==> src/rtl/ponylink_arb_pkg.sv <==
// Shared constants and helpers for the PonyLink stream arbiter and its skid buffer.
package ponylink_arb_pkg;

    localparam logic [0:0] ARB_IDLE = 1'b0;
    localparam logic [0:0] ARB_BUSY = 1'b1;

    localparam int unsigned SKID_DEPTH = 2;

    // Index width for n ports, never less than one bit.
    function automatic int unsigned ponylink_clog2(input int unsigned n);
        int unsigned w;
        w = 1;
        while ((32'd1 << w) < n) begin
            w = w + 1;
        end
        return w;
    endfunction

endpackage

==> src/rtl/ponylink_skid_buffer.sv <==
// Two-entry registered AXI-stream slice; the payload is an opaque WIDTH-bit vector
// (the arbiter packs {tlast, tuser, tdata} into it).
module ponylink_skid_buffer #(
    parameter int unsigned WIDTH = 8
) (
    input  logic             clk,
    input  logic             resetn,
    input  logic [WIDTH-1:0] i_s_data,
    input  logic             i_s_valid,
    output logic             o_s_ready,
    output logic [WIDTH-1:0] o_m_data,
    output logic             o_m_valid,
    input  logic             i_m_ready
);

    logic [WIDTH-1:0] r_head;
    logic [WIDTH-1:0] r_spare;
    logic             r_head_vld;
    logic             r_spare_vld;
    logic             w_push;
    logic             w_pop;

    assign w_pop  = r_head_vld & i_m_ready;
    assign w_push = i_s_valid & ~r_spare_vld;

    // Head register drives the output; spare only fills when the head is stalled.
    always_ff @(posedge clk or negedge resetn) begin
        if (!resetn) begin
            r_head      <= '0;
            r_spare     <= '0;
            r_head_vld  <= 1'b0;
            r_spare_vld <= 1'b0;
        end else if (r_spare_vld) begin
            if (w_pop) begin
                r_head      <= r_spare;
                r_spare_vld <= 1'b0;
            end
        end else if (r_head_vld) begin
            if (w_push && w_pop) begin
                r_head <= i_s_data;
            end else if (w_push) begin
                r_spare     <= i_s_data;
                r_spare_vld <= 1'b1;
            end else if (w_pop) begin
                r_head_vld <= 1'b0;
            end
        end else if (w_push) begin
            r_head     <= i_s_data;
            r_head_vld <= 1'b1;
        end
    end

    assign o_s_ready = ~r_spare_vld;
    assign o_m_data  = r_head;
    assign o_m_valid = r_head_vld;

endmodule

==> src/rtl/ponylink_stream_arbiter.sv <==
// Packet-granular round-robin arbiter feeding the PonyLink S2M stream; the granted
// port index travels on out_tuser. Define PONYLINK_ARB_PRIO0_EN to give port 0 strict priority.
module ponylink_stream_arbiter
    import ponylink_arb_pkg::*;
#(
    parameter int unsigned NUM_PORTS   = 4,
    parameter int unsigned TDATA_WIDTH = 8,
    parameter int unsigned ID_WIDTH    = 2
) (
    input  logic                             clk,
    input  logic                             resetn,
    input  logic                             linkready,
    input  logic [NUM_PORTS*TDATA_WIDTH-1:0] in_tdata,
    input  logic [NUM_PORTS-1:0]             in_tvalid,
    input  logic [NUM_PORTS-1:0]             in_tlast,
    output logic [NUM_PORTS-1:0]             in_tready,
    output logic [TDATA_WIDTH-1:0]           out_tdata,
    output logic [ID_WIDTH-1:0]              out_tuser,
    output logic                             out_tvalid,
    output logic                             out_tlast,
    input  logic                             out_tready,
    output logic                             grant_valid,
    output logic [ID_WIDTH-1:0]              grant_id
);

    localparam int unsigned PAYLOAD_W = 1 + ID_WIDTH + TDATA_WIDTH;
    localparam int unsigned IDX_W     = ID_WIDTH + 1;

    if (ID_WIDTH != ponylink_clog2(NUM_PORTS)) begin : g_bad_id_width
        $error("ID_WIDTH must equal ponylink_clog2(NUM_PORTS)");
    end

    logic [0:0]           r_state;
    logic [0:0]           w_state_nxt;
    logic [ID_WIDTH-1:0]  r_grant_id;
    logic [ID_WIDTH-1:0]  w_grant_nxt;
    logic [ID_WIDTH-1:0]  r_last_grant;
    logic [ID_WIDTH-1:0]  w_last_nxt;
    logic                 r_prio_win;
    logic                 w_prio_nxt;

    logic [NUM_PORTS-1:0] w_rr_req;
    logic [IDX_W-1:0]     w_idx;
    logic                 w_pick_vld;
    logic                 w_pick_prio;
    logic [ID_WIDTH-1:0]  w_pick_id;

    logic                 w_busy;
    logic                 w_skid_ready;
    logic                 w_beat_acc;
    logic [PAYLOAD_W-1:0] w_s_data;
    logic [PAYLOAD_W-1:0] w_m_data;

    // Round-robin candidate: first requester after last_grant, wrapping modulo NUM_PORTS.
    always_comb begin : arb_pick
        w_pick_vld  = 1'b0;
        w_pick_prio = 1'b0;
        w_pick_id   = '0;
        w_idx       = '0;
`ifdef PONYLINK_ARB_PRIO0_EN
        w_rr_req    = {in_tvalid[NUM_PORTS-1:1], 1'b0};
`else
        w_rr_req    = in_tvalid;
`endif
        for (int unsigned i = 1; i <= NUM_PORTS; i++) begin
            w_idx = {1'b0, r_last_grant} + IDX_W'(i);
            if (w_idx >= IDX_W'(NUM_PORTS)) begin
                w_idx = w_idx - IDX_W'(NUM_PORTS);
            end
            if (!w_pick_vld && w_rr_req[ID_WIDTH'(w_idx)]) begin
                w_pick_vld = 1'b1;
                w_pick_id  = ID_WIDTH'(w_idx);
            end
        end
`ifdef PONYLINK_ARB_PRIO0_EN
        if (in_tvalid[0]) begin
            w_pick_vld  = 1'b1;
            w_pick_prio = 1'b1;
            w_pick_id   = '0;
        end
`endif
    end

    assign w_busy     = (r_state == ARB_BUSY);
    assign w_beat_acc = w_busy & in_tvalid[r_grant_id] & w_skid_ready;

    always_comb begin : fsm_next
        w_state_nxt = r_state;
        w_grant_nxt = r_grant_id;
        w_last_nxt  = r_last_grant;
        w_prio_nxt  = r_prio_win;
        case (r_state)
            ARB_IDLE: begin
                if (linkready && w_pick_vld) begin
                    w_state_nxt = ARB_BUSY;
                    w_grant_nxt = w_pick_id;
                    w_prio_nxt  = w_pick_prio;
                end
            end
            ARB_BUSY: begin
                // Grant is held until tlast, regardless of linkready or tvalid gaps.
                if (w_beat_acc && in_tlast[r_grant_id]) begin
                    w_state_nxt = ARB_IDLE;
                    if (!r_prio_win) begin
                        w_last_nxt = r_grant_id;
                    end
                end
            end
            default: w_state_nxt = ARB_IDLE;
        endcase
    end

    always_ff @(posedge clk or negedge resetn) begin
        if (!resetn) begin
            r_state      <= ARB_IDLE;
            r_grant_id   <= '0;
            r_last_grant <= ID_WIDTH'(NUM_PORTS - 1);
            r_prio_win   <= 1'b0;
        end else begin
            r_state      <= w_state_nxt;
            r_grant_id   <= w_grant_nxt;
            r_last_grant <= w_last_nxt;
            r_prio_win   <= w_prio_nxt;
        end
    end

    always_comb begin : ready_decode
        in_tready = '0;
        if (w_busy) begin
            in_tready[r_grant_id] = w_skid_ready;
        end
    end

    assign w_s_data = {in_tlast[r_grant_id], r_grant_id,
                       in_tdata[r_grant_id*TDATA_WIDTH +: TDATA_WIDTH]};

    ponylink_skid_buffer #(
        .WIDTH (PAYLOAD_W)
    ) u_skid (
        .clk       (clk),
        .resetn    (resetn),
        .i_s_data  (w_s_data),
        .i_s_valid (w_busy & in_tvalid[r_grant_id]),
        .o_s_ready (w_skid_ready),
        .o_m_data  (w_m_data),
        .o_m_valid (out_tvalid),
        .i_m_ready (out_tready)
    );

    assign out_tlast   = w_m_data[PAYLOAD_W-1];
    assign out_tuser   = w_m_data[TDATA_WIDTH +: ID_WIDTH];
    assign out_tdata   = w_m_data[TDATA_WIDTH-1:0];
    assign grant_valid = w_busy;
    assign grant_id    = r_grant_id;

endmodule

==> config.mk <==
export PLATFORM = sky130hd
export DESIGN_NAME = ponylink_stream_arbiter
export DESIGN_NICKNAME = d
export VERILOG_FILES = /design/src/rtl/ponylink_arb_pkg.sv /design/src/rtl/ponylink_skid_buffer.sv /design/src/rtl/ponylink_stream_arbiter.sv
export SDC_FILE = /design/constraint.sdc
export NUM_CORES = 1
export LEC_CHECK = 0
export BUFFER_PORTS_ARGS = -buffer_cell sky130_fd_sc_hd__buf_2
export CAP_MARGIN = 20
export CORE_ASPECT_RATIO = 1.5
export CORE_MARGIN = 5
export CORE_UTILIZATION = 45
export DETAILED_ROUTE_END_ITERATION = 6
export GPL_ROUTABILITY_DRIVEN = 0
export GPL_TIMING_DRIVEN = 0
export PLACE_DENSITY = 0.76
export SYNTH_ARGS = -nofsm -noshare
export SYNTH_HDL_FRONTEND = slang
export SYNTH_SLANG_ARGS = --single-unit
==> constraint.sdc <==
create_clock -name clk -period 1.95 [get_ports clk]
set_clock_uncertainty 0.1 [all_clocks]
set_input_delay 0.195 -clock clk [delete_from_list [all_inputs] [get_ports clk]]
set_output_delay 0.195 -clock clk [all_outputs]
set_load 0.02 [all_outputs]
### Word-level counts from Yosys, hierarchy flattened

Index checks and enable logic that the tools add are counted.
W data, S select, Z words.

* register bits after elaboration: 29
* word-level logic and storage cells: 93
* output and inout bits: 19
* bits of input ports: 44

* magnitude comparators: 10
* shift-type cells: 1
* multiplexer cells: 43
* $add $sub $neg: 8
* bitwise operators: 7
* eq/ne operators: 2
* reduce and logical (&&, ||, !) cells: 15

Operators with widths (number)
* $mux W11: 5
* $shiftx A32 B6 Y8: 1
* $mux W1: 21
* $mux W2: 8
* $lt A2 B3 Y1 const B: 5
* $bmux W1 S2: 6
* $ge A3 B3 Y1 const B: 4
* $sub A2 B1 Y2 const B: 4
* $logic_and A1 B1 Y1: 7
* $add A2 B2 Y3 const B: 2
* $and A4 B4 Y4: 1
* $mux W4: 1
* $reduce_and A2 Y1: 2
* $reduce_and A4 Y1: 1
* $add A2 B1 Y3 const B: 1
* $add A2 B3 Y3 const B: 1
* $and A1 B1 Y1: 3
* $logic_not A1 Y1: 3
* $ne A3 B3 Y1 const B: 1
* $not A1 Y1: 3
* $reduce_and A3 Y1: 1
* $reduce_bool A3 Y1: 1
* $demux W1 S2: 1
* $ge A2 B1 Y1 const B: 1
* other kinds (2): 2

### Longest topological paths before layout

Gate-level depths: netlist of the first run.

* word-level depth: 18
* depth in mapped cells: 6

### Modules after synthesis

Synthesis of the first run repeated with hierarchy kept, for this count alone.

* cells, all modules: 121
* area total of the unflattened synthesis: 1682.9 um^2

By module, submodules not included
* ponylink_skid_buffer: instances 1, cells each 72, area an instance 1069.8 um^2, sequential area each 600.6 um^2
* ponylink_stream_arbiter: instances 1, cells each 49, area an instance 613.1 um^2, sequential area each 127.6 um^2

### Least setup slack after synthesis of the first run

No wires, ideal clock.

* path kind: register to register
* start point: register r_grant_id[0] (netlist: grant_id[0])
* end point: register u_skid.r_head[0] (netlist: u_skid.o_m_data[0])
* path slack: 0.085 ns
* stages on the path, launching flop included: 6
* period minus slack after synthesis: 1.865 ns
* arrival time: 1.640 ns
* data required time: 1.725 ns
* buffers on the path: 2
* cell sequence: dfrtp_1 buf_2 buf_2 mux2_1 a221o_1 mux2_4

* longest elaborated chain between the ends: 7

RTL lines
* from (decl): RTL line ponylink_stream_arbiter.sv:35 `logic [ID_WIDTH-1:0] r_grant_id;`
* from (signal assigned): RTL line ponylink_stream_arbiter.sv:121 `r_grant_id <= w_grant_nxt;`
* $bmux W1 S2: RTL line ponylink_stream_arbiter.sv:143 `.i_s_valid (w_busy & in_tvalid[r_grant_id]),`
* $mux W1 (not written as such): RTL line ponylink_stream_arbiter.sv:143
* $and A1 B1 Y1: RTL line ponylink_stream_arbiter.sv:143
* $and A1 B1 Y1: RTL line ponylink_skid_buffer.sv:24 `assign w_push = i_s_valid & ~r_spare_vld;`
* $logic_and A1 B1 Y1: RTL line ponylink_skid_buffer.sv:39 `if (w_push && w_pop) begin`
* $ne A3 B3 Y1 (no line)
* $reduce_and A3 Y1 (no line)
* to (signal assigned): RTL line ponylink_skid_buffer.sv:35 `r_head <= r_spare;`
* to (signal assigned): RTL line ponylink_skid_buffer.sv:40 `r_head <= i_s_data;`
* to (signal assigned): RTL line ponylink_skid_buffer.sv:48 `r_head <= i_s_data;`
* to (decl): RTL line ponylink_skid_buffer.sv:16 `logic [WIDTH-1:0] r_head;`

Several ways; a longest one is shown, not always the timed one. The select of a mux whose other input is x is not followed.
A chain may end at the register's enable or synchronous reset.

### Worst setup path after layout of the first run

* start point: register u_skid.r_spare_vld
* end point: register u_skid.r_spare[6]

* longest elaborated chain between the ends: 5

RTL lines
* from (decl): RTL line ponylink_skid_buffer.sv:19 `logic r_spare_vld;`
* from (signal assigned): RTL line ponylink_skid_buffer.sv:32 `r_spare_vld <= 1'b0;`
* from (signal assigned): RTL line ponylink_skid_buffer.sv:36 `r_spare_vld <= 1'b0;`
* from (signal assigned): RTL line ponylink_skid_buffer.sv:43 `r_spare_vld <= 1'b1;`
* $not A1 Y1 (no line) *
* $and A1 B1 Y1: RTL line ponylink_skid_buffer.sv:24
* $logic_and A1 B1 Y1: RTL line ponylink_skid_buffer.sv:39
* $not A1 Y1 (no line)
* $reduce_and A4 Y1 (no line) *
* to (signal assigned): RTL line ponylink_skid_buffer.sv:42 `r_spare <= i_s_data;`
* to (decl): RTL line ponylink_skid_buffer.sv:17 `logic [WIDTH-1:0] r_spare;`

Every way passes the cells marked *; elsewhere a longest branch is shown, timed or not.

==> results of run 1 <==
final cells by class:
cell class,count,area share
well taps,45,0.0240
inverters,4,0.00641
flip-flops and latches,29,0.311
repair buffers,66,0.148
clock buffers,7,0.0369
multi-input cells,111,0.432
plain buffers,12,0.0417
layer usage:
layer  part of all wire  vias up
li1                   -      715
met1               0.39      716
met2               0.54       46
met3              0.063        5
met4              0.014        0
met5                  0        -
cells in the final DEF (no fill, tap or decap), drive strengths merged, types with 2 or more instances in the layout:
cell type	instances
dfrtp	27
inv	4
clkbuf	10
mux2	32
nor2	6
nor3	8
mux2i	13
a31oi	2
a21oi	3
nand3b	2
dfstp	2
or3b	2
nand2	13
a221o	8
o22ai	2
nand2b	2
o21ai	9
a21o	2
buf	74
worst max-delay path: cells and delay by family (launching register included):
kind / cells / cell delay [ps]
muxes: 1 / 300
AOI/OAI and AO/OA: 1 / 240
DFF: 1 / 420
buffers and inverters: 1 / 170
and+or+nand+nor: 2 / 570
power by group through the flow:
stage	combinational, mW	sequential, mW	clock, mW
after global routing	2.69	1.18	0.540
after global placement	2.31	1.12	0
after detailed placement	2.36	1.12	0
after CTS	2.40	1.12	0.511
after floorplan	1.63	1.26	0
final	2.49	1.14	0.502
flip-flops by register name, summed over array words and instances, names as in the netlist:
register,count
u_skid.o_m_data,11
u_skid.r_spare,11
grant_id,2
r_last_grant,2
grant_valid,1
u_skid.o_m_valid,1
u_skid.r_spare_vld,1
logic make-up (layout without fill, tap and decap cells):
| kind of cell | count (synthesis) | count (layout) | synth area share |
|---|---|---|---|
| buf+inv | 18 | 89 | 0.0533 |
| mux | 46 | 46 | 0.322 |
| simple gates | 37 | 37 | 0.105 |
| flops | 29 | 29 | 0.403 |
| compound gates | 28 | 28 | 0.117 |
how the worst min path moves through the flow:
stage / start / endpoint / slack (ps) / depth (start not counted)
after floorplan: resetn / grant_id[0]$_DFFE_PN0P_ / -200 / 0
after global placement: resetn / grant_valid$_DFF_PN0_ / 160 / 1
after detailed placement: resetn / grant_valid$_DFF_PN0_ / 160 / 1
after CTS: out_tready / u_skid.r_spare_vld$_DFF_PN0_ / 140 / 4
after global routing: out_tready / u_skid.r_spare_vld$_DFF_PN0_ / 150 / 4
final: out_tready / u_skid.r_spare_vld$_DFF_PN0_ / 160 / 4
per-stage QoR:
stage / util / instances / hold slack, ps / power [mW]
after detailed placement: 0.554 / 265 / 161 / 3.48
after floorplan: - / 158 / -201 / 2.88
final: 0.597 / 274 / 156 / 4.13
after global routing: 0.597 / 274 / 152 / 4.41
after global placement: 0.554 / 265 / 159 / 3.42
after CTS: 0.583 / 272 / 135 / 4.03
repair_timing:
action                                  CTS  global route
hold buffers                              1             0
gates cloned                              0             1
setup buffers                             0             2
pin swaps                                 0             3
hold endpoints to repair                 27             0
gates resized for setup                   7            11
endpoints found under the setup margin   17            18
==> reports/metrics.yaml, run 1 <==
place:
  dp_hpwl_um: 3360
  port_buffers: 62
  pre_cts_ws_ps: -168
  place_area_mm2: 0.00217
power:
  leakage_nw: 1.22
  p_comb_frac: 0.602
  swShare: 0.402
  ir_drop_uv: 966
  p_per_area_mw_per_mm2: 1760
  p_sw_mw: 1.66
  power_frac_seq: 0.276
  clkPwrFrac: 0.122
  internal_power_mw: 2.47
clock_network:
  htreeDepth: 2
  cts.sinks: 29
  cts_buffers: 5
  cts_max_path_buffers: 2
  clk_transition_reported_paths_ps: 60
  cts_tree: "yes"
  worstSkewPairLatency_ps: 280
  ctsRootBufferMaster: "clkbuf_8"
setup_path:
  path_cells: "or3b_4 > o22ai_4 > nand3b_4 > buf_12 > mux2_4"
  path_max_fanout: 10
  arrival_ps: 1980
  rr_worst_depth: 5
  r2r_start: "u_skid.r_spare_vld$_DFF_PN0_"
  required_ps: 2020
  critPathKind: "reg2reg"
  endpoint: "u_skid.r_spare[6]$_DFFE_PN0P_"
  critPathLaunchType: "flop"
  r2r_slack_ps: 40
  slowest_delay_ps: 430
  cp-startpoint: "u_skid.r_spare_vld$_DFF_PN0_"
  r2r_end: "u_skid.r_spare[6]$_DFFE_PN0P_"
  worstSetupEndpointType: "flop"
  crit_path_top_delay_cell: "or3b_4"
layout:
  final.fill_count: 358
  finalInstanceArea_mm2: 0.00234
  nets: 273
  area_growth_pct: 29.7
  final-seq-area_um2: 729
  multiInputGateArea_mm2: 0.00101
  drive_gt1_frac: 0.485
  diodes: 0
floorplanning:
  die_width_um: 61.7
  initial_core_util: 0.460
  core_area_mm2: 0.00392
  rows: 28
  io_pins: 63
  dieArea_mm2: 0.00541
  die_h_um: 87.6
drt:
  vias_per_cell: 5.41
  ant_nets: 0
  avgRoutedWirePerCell_um: 16.8
  dr.first_iter.drc_count: 45
  vias: 1482
  drt-pass1-iter-count: 4
  wirelength_um: 4590
  drc: 0
grt:
  grt_pass1_vias: 1571
  antenna_found_initial: 0
  grtUsageTotal: 0.181
  met3_usage: 0.0560
  grt_max_degree: 30
  grt_util_met2: 0.306
  overflow: 0
  grt_pass1_wl_um: 7160
  grt.met1_usage: 0.207
  grt_busiest_layer: "met2"
logic_synthesis:
  synth.area.top_cells: "dfrtp_1 (37%), mux2_4 (15%), mux2_1 (7.5%), mux2i_1 (7.2%), a221o_1 (4.4%)"
  synth.avg_cell_area_um2: 11.4
  yosysUniqueCellTypes: 34
  syn_area_mm2: 0.00181
  synth_largest_area_cell: "dfrtp_1"
  ys_warn_count: 0
  ys.flop_type: "dfrtp_1"
  ys_top_cells_by_count: "dfrtp_1 (27), mux2_4 (18), mux2i_1 (13), nand2_1 (13), mux2_1 (12)"
  async_flop_share: 1.00
  yosysMostFrequentCell: "dfrtp_1"
  syn_inst: 158
  synth_nets: 202
  synth_edf_count: 0
  seq_area_frac_synth: 0.403
  synth.top_cell.area_share: 0.374
  ys_ff_latch: 29
run:
  maxCapViolCount: 0
sta:
  slew_violations: 0
  tightest_slew_ps: 644
  worst_slack_ps: 35.7
  maxSlewHeadroom: 0.570
  fmax_ghz: 0.522
  setup_viol: 0
  post-route-period-util: 0.982
  setup_tns_ps: 0
  hold_viol: 0
  min_period_ps: 1910
status:
  status: "finished, final reports clean"
min_path:
  hold_path.class: "in2reg"
Power figures use the tool's default switching activity.
==> inputs of run 2 (changes only) <==
- CELL_PAD_IN_SITES_DETAIL_PLACEMENT: not set -> 1
- CELL_PAD_IN_SITES_GLOBAL_PLACEMENT: not set -> 2
- CORE_UTILIZATION: 45 -> 28
- PLACE_DENSITY: 0.76 -> not set
- PLACE_DENSITY_LB_ADDON: not set -> 0.1
- SYNTH_HIERARCHICAL: not set -> 1
==> run 2 against run 1 <==
Against the previous run:
- the flow now finishes with violations (setup timing)
- register-to-register slack got worse by 80 ps
- first-iteration DRC count fell by 11%
- die area up 42%
- cell count is 0.73% lower
- global-route usage decreased by 4.8 points
- critical path depth increased by 1
- setup slack worse by 83 ps
- sequential power about the same
- critical endpoint is now u_skid/o_m_data[7]$_DFFE_PN0P_
- highest routed layer unchanged
==> reports/metrics.yaml, run 2 <==
setup_path:
  slowest_delay_ps: 420  # about the same
  r2r_start: "grant_id[1]$_DFFE_PN0P_"
  critPathLaunchType: "flop"
  arrival_ps: 2050  # +70 ps
  cp-startpoint: "grant_id[1]$_DFFE_PN0P_"
  worstSetupEndpointType: "flop"
  critPathKind: "reg2reg"
  crit_path_top_delay_cell: "dfrtp_2"
  required_ps: 2010  # about the same
  path_cells: "mux4_2 > and2_4 > inv_2 > a22oi_2 > buf_6 > mux2_4"
  path_max_fanout: 5  # -5
floorplanning:
  rows: 34  # +21%
  die_width_um: 73.3  # +19%
  dieArea_mm2: 0.00769  # +42%
  core_area_mm2: 0.00583  # +49%
  initial_core_util: 0.289  # -0.171
  die_h_um: 105  # +20%
  io_pins: 63  # unchanged
logic_synthesis:
  synth.area.top_cells: "dfrtp_1 (40%), mux2_2 (21%), mux4_2 (9.4%), mux4_1 (4.7%), mux2_1 (3.3%)"
  ys_ff_latch: 29  # unchanged
  ys_warn_count: 6  # +6
  syn_area_mm2: 0.00168  # -6.8%
  syn_inst: 121  # -23%
  yosysUniqueCellTypes: 32  # -5.9%
  ys.flop_type: "dfrtp_1"
  ys_top_cells_by_count: "mux2_2 (31), dfrtp_1 (27), mux4_2 (7), inv_1 (5), mux2_1 (5)"
  seq_area_frac_synth: 0.433  # +0.0294
  yosysMostFrequentCell: "mux2_2"
  synth_largest_area_cell: "dfrtp_1"
  synth.top_cell.area_share: 0.401  # +0.0273
  async_flop_share: 1.00  # unchanged
  synth.avg_cell_area_um2: 13.9  # +22%
  synth_edf_count: 0  # unchanged
  synth_nets: 165  # -18%
layout:
  finalCoreUtilization: 0.400  # -0.197
  area_growth_pct: 38.7
  multiInputGateArea_um2: 893  # -12%
  final.fill_count: 634  # +77%
  final-seq-area_um2: 729  # unchanged
  drive_gt1_frac: 0.700  # +0.215
  diodes: 0  # unchanged
  most-common-layout-cells: "buf_2 (63), dfrtp_1 (26), mux2_2 (23), mux2_4 (13)"
  stdcell_count: 272  # -0.73%
  nets: 243  # -11%
  final_common_cell: "buf_2"
power:
  ir_drop_uv: 566  # -41%
  p_per_area_mw_per_mm2: 1790  # +1.6%
  swShare: 0.364  # -0.0377
  p_comb_frac: 0.599  # -0.003
  leakage_nw: 1.12  # -8.3%
  clkPwrFrac: 0.130  # +0.008
  fin_total_pwr_mw: 4.18  # +1.3%
  internal_power_mw: 2.66  # +7.6%
  p_sw_mw: 1.52  # -8.2%
  power_frac_seq: 0.270  # -0.006
sta:
  slew_violations: 0  # unchanged
  worst_slack_ps: -46.9  # -82.6 ps
  maxSlewHeadroom: 0.537  # -0.0333
  setup_viol: 20  # +20
  rsz0062_at_grt: "yes"
  tightest_slew_ps: 694  # +50.0 ps
  post-route-period-util: 1.02  # +0.0423
  hold_viol: 0  # unchanged
  min_period_ps: 2000  # +82.6 ps
  fmax_ghz: 0.501  # -4.1%
  holdWs_ps: 29.8  # -126 ps
clock_network:
  htreeDepth: 2  # unchanged
  worstSkewPairLatency_ps: 270  # about the same
  cts_buffers: 5  # unchanged
  cts.sinks: 29  # unchanged
  clk_transition_reported_paths_ps: 60  # about the same
  cts_tree: "yes"
  ctsRootBufferMaster: "clkbuf_8"
  cts_max_path_buffers: 2  # unchanged
drt:
  dr.first_iter.drc_count: 40  # -11%
  wirelength_um: 4880  # +6.3%
  drc: 0  # unchanged
  drt-pass1-iter-count: 4  # unchanged
  ant_nets: 0  # unchanged
  avgRoutedWirePerCell_um: 17.9  # +7.1%
  vias_per_cell: 4.86  # -10%
  vias: 1321  # -11%
grt:
  grt_util_met2: 0.237  # -0.0691
  grt_pass1_wl_um: 7960  # +11%
  grt_busiest_layer: "met2"
  grt_pass1_vias: 1561  # -0.64%
  overflow: 0  # unchanged
  grtUsageTotal: 0.134  # -0.0476
  grt_max_degree: 30  # unchanged
  met3_usage: 0.0355  # -0.0205
  grt.met1_usage: 0.150  # -0.0573
  antenna_found_initial: 0  # unchanged
status:
  violations: "setup timing"
  status: "finished, violations left"
min_path:
  holdCritStartpoint: "out_tready"
  hold_path.class: "in2reg"
place:
  dp_hpwl_um: 3560  # +5.7%
  placed_cells: 255  # -3.8%
  pre_cts_ws_ps: -188  # -19.5 ps
  port_buffers: 62  # unchanged
run:
  maxCapViolCount: 0  # unchanged
## run 2: power by group through the flow
| stage | registers (mW) | logic [mW] | clock network, mW |
|---|---|---|---|
| after floorplan | 1.28 | 1.38 | 0 |
| after global placement | 1.14 | 2.01 | 0 |
| after detailed placement | 1.17 | 2.07 | 0 |
| after CTS | 1.13 | 2.48 | 0.568 |
| after global routing | 1.18 | 2.71 | 0.585 |
| final | 1.13 | 2.50 | 0.544 |
## run 2: final timing paths
path,slack [ps],to,depth (start not counted)
max,-50,u_skid/o_m_data[7]$_DFFE_PN0P_,6
min,30,u_skid/r_spare_vld$_DFF_PN0_,2
max reg2reg,-50,u_skid/o_m_data[7]$_DFFE_PN0P_,6
min reg2reg,400,u_skid/r_spare[3]$_DFFE_PN0P_,1
max in group asynchronous,860,grant_id[1]$_DFFE_PN0P_,2
min in group asynchronous,400,u_skid/o_m_data[2]$_DFFE_PN0P_,2
## run 2: layer usage
layer | wire length, um | share of wire | vias up
met5 | 0 | 0 | -
met4 | 42 | 0.0086 | 0
met3 | 395 | 0.081 | 5
met2 | 2570 | 0.53 | 51
met1 | 1870 | 0.38 | 659
li1 | - | - | 606
## run 2: cell families (layout without fill, tap and decap cells)
group                  Yosys count  after routing  share of synthesized area
multiplexers                    48             48                      0.393
AO/OA/AOI/OAI                   11             11                     0.0439
AND/OR/NAND/NOR                 19             19                     0.0662
buffers and inverters           14             93                     0.0639
flip-flops                      29             29                      0.433
## run 2: critical path, delay by kind of cell, from the launching register on
family | cells | cell delay [ps]
buf+inv | 2 | 240
mux | 2 | 670
flops | 1 | 420
simple gates | 1 | 160
compound gates | 1 | 270
## run 2: layout make-up
type                            instances  share of cell area
Sequential cell                        29               0.313
Clock buffer                            7              0.0413
Tap cell                               72              0.0386
Inverter                                5             0.00804
Multi-Input combinational cell         78               0.383
Timing Repair Buffer                   71               0.170
Clock inverter                          1             0.00214
Buffer                                  9              0.0445
## run 2: what timing repair did
item                                    4_1_cts  5_1_grt
pin swaps                                     1        0
endpoints found under the setup margin       20       23
endpoints found under the hold margin        27        0
gates resized for setup                      15        2
setup buffers                                 5        2
hold buffers                                  1        0
gates cloned                                  1        0
## run 2: through the flow
step / area (um^2) / TNS [ps]
after floorplan: 1690 / 0
after global placement: 2090 / -2650
after detailed placement: 2090 / -3190
after CTS: 2310 / -937
after global routing: 2330 / -1800
final: 2330 / -491
==> inputs of run 3 (changes only) <==
--- a/config.mk
+++ b/config.mk
@@ -17,4 +17,5 @@
 export GPL_TIMING_DRIVEN = 0
 export PLACE_DENSITY_LB_ADDON = 0.1
+export SETUP_SLACK_MARGIN = 0.15
 export SYNTH_ARGS = -nofsm -noshare
 export SYNTH_HDL_FRONTEND = slang
--- a/constraint.sdc
+++ b/constraint.sdc
@@ -3,3 +3,3 @@
 set_input_delay 0.195 -clock clk [delete_from_list [all_inputs] [get_ports clk]]
 set_output_delay 0.195 -clock clk [all_outputs]
-set_load 0.02 [all_outputs]
+set_load 0.005 [all_outputs]
==> run 3 against run 2 <==
Against the previous run:
- clock-buffer cell count decreased by 2
- global-route usage grew 0.26 points
- the run still ends with setup timing left
- maximum frequency up 0.98%
- final area down 0.32%
- first-iteration DRC count is 45% lower
- power fell by 6.0%
- critical endpoint is now u_skid/o_m_data[8]$_DFFE_PN0P_
- critical path depth unchanged
- register-to-register slack improved by 20 ps
- routed wire length increased by 1.2%
- highest routed layer unchanged
==> reports/metrics.yaml, run 3 (same netlist as run 2, synthesis figures left out) <==
drt:
  ant_nets: 0  # unchanged
  wirelength_um: 4940  # +1.2%
  avgRoutedWirePerCell_um: 18.2  # +1.2%
  drt-pass1-iter-count: 4  # unchanged
  vias: 1321  # unchanged
  vias_per_cell: 4.86  # unchanged
  drc: 0  # unchanged
  dr.first_iter.drc_count: 22  # -45%
status:
  violations: "setup timing"
  status: "finished, violations left"
power:
  leakage_nw: 1.11  # -0.53%
  fin_total_pwr_mw: 3.93  # -6.0%
  p_per_area_mw_per_mm2: 1690  # -5.7%
  p_sw_mw: 1.34  # -12%
  p_comb_frac: 0.586  # -0.013
  internal_power_mw: 2.59  # -2.6%
  power_frac_seq: 0.290  # +0.020
  swShare: 0.341  # -0.0225
  ir_drop_uv: 483  # -15%
  clkPwrFrac: 0.124  # -0.006
floorplanning:
  io_pins: 63  # unchanged
  die_width_um: 73.3  # unchanged
  initial_core_util: 0.289  # unchanged
  die_h_um: 105  # unchanged
  rows: 34  # unchanged
  core_area_mm2: 0.00583  # unchanged
  dieArea_mm2: 0.00769  # unchanged
layout:
  nets: 243  # unchanged
  drive_gt1_frac: 0.700  # unchanged
  final_common_cell: "buf_2"
  diodes: 0  # unchanged
  final.fill_count: 660  # +4.1%
  most-common-layout-cells: "buf_2 (63), dfrtp_1 (26), mux2_2 (21), mux2_4 (15)"
  finalInstanceArea_mm2: 0.00233  # -0.32%
  area_growth_pct: 38.2
setup_path:
  worstSetupEndpointType: "flop"
  arrival_ps: 2040  # about the same
  critPathLaunchType: "flop"
  path_max_fanout: 5  # unchanged
  critPathKind: "reg2reg"
  required_ps: 2010  # about the same
sta:
  fmax_ghz: 0.506  # +0.98%
  setup_viol: 16  # -20%
  rsz0062_at_grt: "yes"
  tightest_slew_ps: 682  # -12.1 ps
  post-route-period-util: 1.01  # -0.00993
  min_period_ps: 1980  # -19.4 ps
  maxSlewHeadroom: 0.545  # +0.00809
  holdWs_ps: 20.6  # -9.27 ps
  hold_viol: 0  # unchanged
  worst_slack_ps: -27.5  # +19.4 ps
  slew_violations: 0  # unchanged
  setup_tns_ps: -179  # +312 ps
place:
  port_buffers: 62  # unchanged
  place_area_mm2: 0.00212  # +1.4%
  dp_hpwl_um: 3640  # +2.2%
  pre_cts_ws_ps: -144  # +44.0 ps
clock_network:
  worstSkewPairLatency_ps: 280  # about the same
  ctsRootBufferMaster: "clkbuf_8"
  clk_transition_reported_paths_ps: 70  # about the same
  cts_max_path_buffers: 2  # unchanged
  cts.sinks: 29  # unchanged
  htreeDepth: 2  # unchanged
  cts_tree: "yes"
  cts_buffers: 5  # unchanged
grt:
  overflow: 0  # unchanged
  grt_pass1_wl_um: 7910  # -0.60%
  grt_pass1_vias: 1567  # +0.38%
  grt_max_degree: 30  # unchanged
  antenna_found_initial: 0  # unchanged
  grtUsageTotal: 0.136  # +0.00259
min_path:
  hold_path.class: "in2reg"
run:
  maxCapViolCount: 0  # unchanged
[run 3: cell count changes in the layout (fill, tap and decap cells not counted), sizes merged]
cell      delta
clkbuf       -3
buf          +1
clkinv       +1
clkinvlp     +1
[run 3: cell type report]
cell class / count / area (um^2) / area share
multi-input cells: 78 / 908 / 0.391
inverters: 5 / 18.8 / 0.00807
flip-flops and latches: 29 / 729 / 0.314
repair buffers: 71 / 388 / 0.167
well taps: 72 / 90.1 / 0.0387
clock inverters: 3 / 17.5 / 0.00753
clock buffers: 5 / 68.8 / 0.0296
plain buffers: 9 / 105 / 0.0452
[run 3: critical path: stages (launching register included)]
cell and delay, ps:
dfrtp_2 430, mux4_2 370, and2_4 160, inv_2 40
a22oi_2 250, buf_6 200, mux2_4 300
[run 3: power groups by stage]
stage / registers (mW) / logic, mW / clock network (mW)
after floorplan: 1.12 / 1.42 / 0
after global placement: 1.15 / 1.91 / 0
after detailed placement: 1.17 / 1.98 / 0
after CTS: 1.14 / 2.33 / 0.508
after global routing: 1.18 / 2.49 / 0.542
final: 1.14 / 2.30 / 0.489
[run 3: worst paths after layout]
kind	slack, ps	endpoint	cells after the start	from
setup / recovery	-30	u_skid/o_m_data[8]$_DFFE_PN0P_	6	grant_id[1]$_DFFE_PN0P_
hold / removal	20	u_skid/r_spare_vld$_DFF_PN0_	2	out_tready
setup reg to reg	-30	u_skid/o_m_data[8]$_DFFE_PN0P_	6	grant_id[1]$_DFFE_PN0P_
hold reg to reg	410	u_skid/o_m_data[8]$_DFFE_PN0P_	1	u_skid/o_m_data[8]$_DFFE_PN0P_
max in group asynchronous	870	grant_id[1]$_DFFE_PN0P_	2	resetn
min in group asynchronous	390	u_skid/o_m_valid$_DFFE_PN0N_	2	resetn
[run 3: metal layers]
layer	wire [um]	vias to the layer above	track usage	part of all wire
met5	0	-	0	0
met4	61	0	0.0402	0.012
met3	341	5	0.0317	0.069
met2	2700	46	0.252	0.55
met1	1840	664	0.150	0.37
li1	-	606	-	-
[run 3: stage by stage]
| stage | utilization | instances |
|---|---|---|
| 3_5_place_dp | 0.363 | 255 |
| 3_3_place_gp | 0.363 | 255 |
| 2_1_floorplan | - | 121 |
| 6_report | 0.399 | 272 |
| 5_1_grt | 0.399 | 272 |
| 4_1_cts | 0.398 | 271 |
[run 3: repair_timing]
item / CTS / global route
cloned: 1 / 0
buffers inserted: 6 / 1
endpoints found under the setup margin: 24 / 25
pin swaps: 2 / 1
hold buffers: 1 / 0
gates resized for setup: 14 / 1
endpoints found under the hold margin: 27 / 0
